## src/rtl/ripple_counter_ctrl_pkg.sv

```systemverilog
// Shared types and constants for the ripple counter run controller.
// Holds the FSM state encoding, the counter width and the wrap-detection helper.
package ripple_ctrl_pkg;

    localparam int                CNT_W   = 4;
    localparam logic [CNT_W-1:0]  CNT_MAX = 4'd15;

    typedef enum logic [2:0] {
        ST_IDLE,
        ST_CLEAR,
        ST_RUN,
        ST_DONE,
        ST_ERROR
    } state_t;

    // A wrap is the sampled count stepping from its top value back to zero.
    function automatic logic is_wrap(input logic [CNT_W-1:0] prev,
                                     input logic [CNT_W-1:0] cur);
        return (prev == CNT_MAX) && (cur == '0);
    endfunction

endpackage

```

## src/rtl/ripple_counter_ctrl_if.sv

```systemverilog
// Control/status bundle between the run controller and the surrounding system.
// The slave modport is the controller's view; master is the system/counter side.
interface ripple_counter_ctrl_if;
    import ripple_ctrl_pkg::*;

    logic             start;
    logic             abort;
    logic [CNT_W-1:0] target;
    logic [CNT_W-1:0] passes;
    logic [CNT_W-1:0] q_in;
    logic             cnt_reset;
    logic             busy;
    logic             done;
    logic             error;
    logic [CNT_W-1:0] pass_cnt;

    modport slave (
        input  start, abort, target, passes, q_in,
        output cnt_reset, busy, done, error, pass_cnt
    );

    modport master (
        output start, abort, target, passes, q_in,
        input  cnt_reset, busy, done, error, pass_cnt
    );

endinterface

```

## src/rtl/ripple_counter_ctrl_stall_watchdog.sv

```systemverilog
// Counts consecutive enabled cycles where the sampled count did not move.
// o_stalled fires on the cycle the run length would reach STALL_MAX.
module stall_watchdog
    import ripple_ctrl_pkg::*;
#(
    parameter int STALL_MAX = 4
) (
    input  logic             clk,
    input  logic             rst_n,
    input  logic             i_en,
    input  logic [CNT_W-1:0] i_q_s,
    input  logic [CNT_W-1:0] i_q_prev,
    output logic             o_stalled
);

    logic [7:0] r_cnt;
    logic       w_same;

    assign w_same = (i_q_s == i_q_prev);

    always_ff @(posedge clk or negedge rst_n) begin
        if (!rst_n) begin
            r_cnt <= '0;
        end else if (!i_en || !w_same) begin
            r_cnt <= '0;
        end else if (r_cnt != 8'(STALL_MAX)) begin
            r_cnt <= r_cnt + 8'd1;
        end
    end

    assign o_stalled = i_en && w_same && (r_cnt == 8'(STALL_MAX - 1));

endmodule

```

## src/rtl/ripple_counter_ctrl.sv

```systemverilog
// Run controller for the 4-bit ripple counter: releases it on start, counts wraps,
// stops it at passes*16 + target and flags a stalled counter as a sticky error.
module ripple_counter_ctrl
    import ripple_ctrl_pkg::*;
#(
    parameter int STALL_MAX = 4
) (
    input  logic                  clk,
    input  logic                  reset,
    ripple_counter_ctrl_if.slave  bus
);

    state_t           r_state;
    state_t           w_state_next;
    logic [CNT_W-1:0] r_q_s;
    logic [CNT_W-1:0] r_q_prev;
    logic [CNT_W-1:0] r_target;
    logic [CNT_W-1:0] r_passes;
    logic [CNT_W-1:0] r_pass_cnt;
    logic [CNT_W-1:0] w_pass_next;
    logic             w_wrap;
    logic             w_finish;
    logic             w_stalled;
    logic             w_accept;
    logic             r_cnt_reset;
    logic             r_busy;
    logic             r_done;
    logic             r_error;

    // The ripple output settles asynchronously, so every decision uses the registered copy.
    always_ff @(posedge clk or negedge reset) begin
        if (!reset) begin
            r_q_s    <= '0;
            r_q_prev <= '0;
        end else begin
            r_q_s    <= bus.q_in;
            r_q_prev <= r_q_s;
        end
    end

    assign w_wrap      = (r_state == ST_RUN) && is_wrap(r_q_prev, r_q_s);
    assign w_pass_next = (w_wrap && (r_pass_cnt != CNT_MAX)) ? r_pass_cnt + 1'b1 : r_pass_cnt;
    // Compare against the post-wrap pass count so a wrap to 0 can satisfy target 0.
    assign w_finish    = (w_pass_next == r_passes) && (r_q_s == r_target) && (r_q_s != r_q_prev);
    assign w_accept    = (r_state == ST_IDLE) && bus.start && !bus.abort;

    stall_watchdog #(
        .STALL_MAX (STALL_MAX)
    ) u_watchdog (
        .clk       (clk),
        .rst_n     (reset),
        .i_en      (r_state == ST_RUN),
        .i_q_s     (r_q_s),
        .i_q_prev  (r_q_prev),
        .o_stalled (w_stalled)
    );

    always_comb begin
        w_state_next = r_state;
        if (bus.abort) begin
            w_state_next = ST_IDLE;
        end else begin
            unique case (r_state)
                ST_IDLE: begin
                    if (bus.start) w_state_next = ST_CLEAR;
                end
                ST_CLEAR: begin
                    if ((r_target == '0) && (r_passes == '0)) w_state_next = ST_DONE;
                    else                                       w_state_next = ST_RUN;
                end
                ST_RUN: begin
                    if (w_finish)       w_state_next = ST_DONE;
                    else if (w_stalled) w_state_next = ST_ERROR;
                end
                ST_DONE:  w_state_next = ST_IDLE;
                ST_ERROR: w_state_next = ST_ERROR;
                default:  w_state_next = ST_IDLE;
            endcase
        end
    end

    always_ff @(posedge clk or negedge reset) begin
        if (!reset) begin
            r_state    <= ST_IDLE;
            r_target   <= '0;
            r_passes   <= '0;
            r_pass_cnt <= '0;
        end else begin
            r_state <= w_state_next;
            if (w_accept) begin
                r_target   <= bus.target;
                r_passes   <= bus.passes;
                r_pass_cnt <= '0;
            end else if (r_state == ST_RUN) begin
                r_pass_cnt <= w_pass_next;
            end
        end
    end

    // Outputs are registered from the next state so they line up with the state register.
    always_ff @(posedge clk or negedge reset) begin
        if (!reset) begin
            r_cnt_reset <= 1'b1;
            r_busy      <= 1'b0;
            r_done      <= 1'b0;
            r_error     <= 1'b0;
        end else begin
            r_cnt_reset <= (w_state_next != ST_RUN);
            r_busy      <= (w_state_next == ST_CLEAR) || (w_state_next == ST_RUN);
            r_done      <= (w_state_next == ST_DONE);
            r_error     <= (w_state_next == ST_ERROR);
        end
    end

    assign bus.cnt_reset = r_cnt_reset;
    assign bus.busy      = r_busy;
    assign bus.done      = r_done;
    assign bus.error     = r_error;
    assign bus.pass_cnt  = r_pass_cnt;

endmodule

```

## src/flat_wrapper.sv

```systemverilog
// flat-port wrapper written by rule: the top's interface ports become plain ports
module ripple_counter_ctrl_flat import ripple_ctrl_pkg::*;
#(
    parameter int STALL_MAX = 4
)
  (clk, reset, bus_start, bus_abort, bus_target, bus_passes, bus_q_in, bus_cnt_reset, bus_busy, bus_done, bus_error, bus_pass_cnt);
  ripple_counter_ctrl_if bus_i ();
  input  logic clk;
  input  logic reset;
  input wire logic [$bits(bus_i.start)-1:0] bus_start;
  input wire logic [$bits(bus_i.abort)-1:0] bus_abort;
  input wire logic [$bits(bus_i.target)-1:0] bus_target;
  input wire logic [$bits(bus_i.passes)-1:0] bus_passes;
  input wire logic [$bits(bus_i.q_in)-1:0] bus_q_in;
  output wire logic [$bits(bus_i.cnt_reset)-1:0] bus_cnt_reset;
  output wire logic [$bits(bus_i.busy)-1:0] bus_busy;
  output wire logic [$bits(bus_i.done)-1:0] bus_done;
  output wire logic [$bits(bus_i.error)-1:0] bus_error;
  output wire logic [$bits(bus_i.pass_cnt)-1:0] bus_pass_cnt;
  assign bus_i.start = bus_start;
  assign bus_i.abort = bus_abort;
  assign bus_i.target = bus_target;
  assign bus_i.passes = bus_passes;
  assign bus_i.q_in = bus_q_in;
  assign bus_cnt_reset = bus_i.cnt_reset;
  assign bus_busy = bus_i.busy;
  assign bus_done = bus_i.done;
  assign bus_error = bus_i.error;
  assign bus_pass_cnt = bus_i.pass_cnt;
  ripple_counter_ctrl #(.STALL_MAX(STALL_MAX)) u_core (.clk(clk), .reset(reset), .bus(bus_i));
endmodule
```

## config.mk

```make
export PLATFORM = sky130hd
export DESIGN_NAME = ripple_counter_ctrl_flat
export DESIGN_NICKNAME = d
export VERILOG_FILES = /design/src/rtl/ripple_counter_ctrl_pkg.sv /design/src/rtl/ripple_counter_ctrl_if.sv /design/src/rtl/ripple_counter_ctrl_stall_watchdog.sv /design/src/rtl/ripple_counter_ctrl.sv /design/src/flat_wrapper.sv
export SDC_FILE = /design/constraint.sdc
export NUM_CORES = 1
export LEC_CHECK = 0
export ABC_AREA = 1
export CAP_MARGIN = 20
export CORE_MARGIN = 2
export CORE_UTILIZATION = 62
export DETAILED_ROUTE_END_ITERATION = 12
export DONT_BUFFER_PORTS = 1
export MAX_ROUTING_LAYER = met4
export PLACE_DENSITY = 0.88
export SLEW_MARGIN = 10
export SYNTH_ARGS = -nofsm -noshare
export SYNTH_HDL_FRONTEND = slang
export SYNTH_SLANG_ARGS = --single-unit
```

## constraint.sdc

```tcl
create_clock -name clk -period 2.1 [get_ports clk]
set_clock_uncertainty 0.1 [all_clocks]
set_input_delay 0.63 -clock clk [delete_from_list [all_inputs] [get_ports clk]]
set_output_delay 0.63 -clock clk [all_outputs]
set_load 0.05 [all_outputs]
```

==> impl_metrics.yaml <==
synth:
  synth_top_cells_by_count: "nand2_1 (57), dfrtp_1 (34), inv_1 (32)"
  syn_inst: 214
  synthTopCellsByArea: "dfrtp_1 (49%), nand2_1 (12%), inv_1 (6.9%), nor2_1 (3.7%), nand3_1 (3.2%)"
  yosys_warnings: 0
  synthDistinctLibCells: 23
  syn-num-nets: 233
  yosys.area.top_type: "dfrtp_1"
  netlist_area_mm2: 0.00174
  async_flop_share_pct: 100
  synth-main-ff-cell: "dfrtp_1"
  synth_edf_count: 0
  yosysMostFrequentCell: "nand2_1"
  yosysTopAreaCellShare_pct: 48.9
  syn_avg_cell_area_um2: 8.14
  seq_area_frac_synth_pct: 50.4
  synth-seq-cells: 35
routing:
  vias_per_cell: 5.23
  ant_nets: 0
  wl_per_cell_um: 12.6
  first_pass_iters: 4
  num_vias: 1355
  first_iter_violations: 56
  drt-total-wl_mm: 3.27
  route.detailed.drc: 0
layout:
  design_area_mm2: 0.00189
  stdcell_count: 259
  final_util_pct: 69.9
  fillers: 225
  syn_to_final_growth_pct: 8.69
  n_antenna_cell: 0
  nNetsFinal: 246
  drive_above_1_share_pct: 12.3
setup_path:
  worst-path-buf-inv: 0
  cp.arrival_ps: 2070
  setup.worst_path.end_class: "flip-flop"
  slowest_stage: "dfrtp_1"
  crit_family: "simple AND/OR/NAND/NOR gates"
  crit_type: "flip-flop to flip-flop"
  crit_path_frequent_cell: "nand2_1"
  cp-start-kind: "flip-flop"
  path_cells: "ha_1 > nand2_1 > nor2_4 > nor2_2 > nand2_2 > nand2_2 > nand2_1 > nand2_1 > nand2_1 > nor2_1 > nand4_1 > nand2_1 > nand2_2 > nor2_2"
  cp.required_ps: 2280
  slowest_delay_ps: 390
  worst-path-max-fanout: 3
placed_design:
  dpl.cell_count: 249
  dp_slack_ps: 229
  globalplace.congestion: 0.827
  place_area_mm2: 0.00181
  port_buffers: 0
  dpl.hpwl_mm: 2.41
power_and_ir_drop:
  p_total_mw: 1.28
  vdd_drop_max_uv: 548
  power.density_mw_per_mm2: 677
  p_leak_nw: 0.944
global_route:
  grt_max_degree: 35
  grt_pass1_vias: 1298
  grt_usage_pct: 23.9
  grt_overflow: 0
  grt_pass1_wl_mm: 5.57
  antenna_found_initial: 0
die:
  start_util_pct: 64.3
  rows: 19
  die-area_mm2: 0.00325
  design.core.area_mm2: 0.00271
  die_h_um: 57
  die_w_um: 57
  io_pins: 24
clock_tree:
  htreeDepth: 2
  clock_latency_ps: 350
  clockRootBuffer: "clkbuf_4"
  cts_tree: "done"
  postCtsResizedCells: 0
  clock_path_buffers: 2
  path_clk_slew_ps: 110
  cts.sinks: 35
  post_cts_buffers: 0
  cts_made_buffers: 5
  hold_buffers: 2
sta:
  setup_tns_ps: 0
  max_freq_ghz: 0.528
  tightest_slew_ps: 482
  finalSetupViolCount: 0
  fin_crit_ps: 1890
  whs_ps: 205
  hold_viol_final: 0
  maxSlewViolCount: 0
  slew_headroom_pct: 67.9
  fin_ws_ps: 207
  post-route-period-util_pct: 90.1
  rsz0062_at_grt: "no"
run_status:
  outcome: "finished clean"
min_path:
  min-delay-path-class: "input port to flip-flop"
flow_run:
  maxCapViolCount: 0
[state kept, by name, indices dropped and copies added (netlist names)]
name,flops
u_core.bus.busy,1
u_core.r_passes,4
u_core.bus.done,1
u_core.r_q_s,4
u_core.bus.error,1
u_core.r_target,4
u_core.bus.cnt_reset,1
u_core.r_q_prev,4
u_core.bus.pass_cnt,4
u_core.u_watchdog.r_cnt,8
u_core.r_state,3
[layout by cell type (no fill, tap or decap), types with 7 or more instances in the layout]
cell     instances
nand3_1         11
nor2_1          17
dfrtp_1         34
nor2_2           8
nand2_1         57
nand4_1          7
a21oi_1          9
inv_1           32
o21ai_0         11
[logic make-up after synthesis]
kind of cell / share of synthesized area [%]
buffers and inverters: 7.61
AOI/OAI and AO/OA: 7.26
DFF: 50.4
xor gates and xnor gates: 2.51
and+or+nand+nor: 30.1
adders and majority gates: 2.16
[where the power goes]
part / leakage (nW) / internal, mW / total, mW / switching [mW]
Clock: 0.0293 / 0.130 / 0.346 / 0.216
Sequential: 0.452 / 0.720 / 0.773 / 0.0532
Combinational: 0.463 / 0.0659 / 0.163 / 0.0968
Total: 0.944 / 0.916 / 1.28 / 0.366
[routing by layer]
layer	wire length, um	global-route usage [%]	vias to the layer above
met5	0	-	-
met4	60	10.3	0
met3	199	8.84	11
met2	1560	37.8	23
met1	1450	27.6	616
li1	-	-	705
[worst paths after layout]
| path | depth (start not counted) | slack [ps] | start | endpoint |
|---|---|---|---|---|
| max | 14 | 210 | u_core.bus.pass_cnt[0] | u_core.bus.done |
| min | 0 | 200 | bus_q_in[3] | u_core.r_q_s[3] |
| max reg2reg | 14 | 210 | u_core.bus.pass_cnt[0] | u_core.bus.done |
| min reg2reg | 0 | 380 | u_core.r_q_s[2] | u_core.r_q_prev[2] |
| max in group asynchronous | 2 | 1010 | reset | u_core.u_watchdog.r_cnt[2] |
| min in group asynchronous | 1 | 670 | reset | u_core.bus.cnt_reset |
[final cells by class]
| type | count | area (um^2) | area share (%) |
|---|---|---|---|
| timing repair buffer | 7 | 67.6 | 3.57 |
| multi-input combinational | 144 | 732 | 38.7 |
| clock inverter | 1 | 5.00 | 0.264 |
| clock buffer | 7 | 45.0 | 2.38 |
| tap | 31 | 38.8 | 2.05 |
| sequential | 35 | 877 | 46.3 |
| inverter | 34 | 128 | 6.74 |
(Power assumes the default switching activity.)
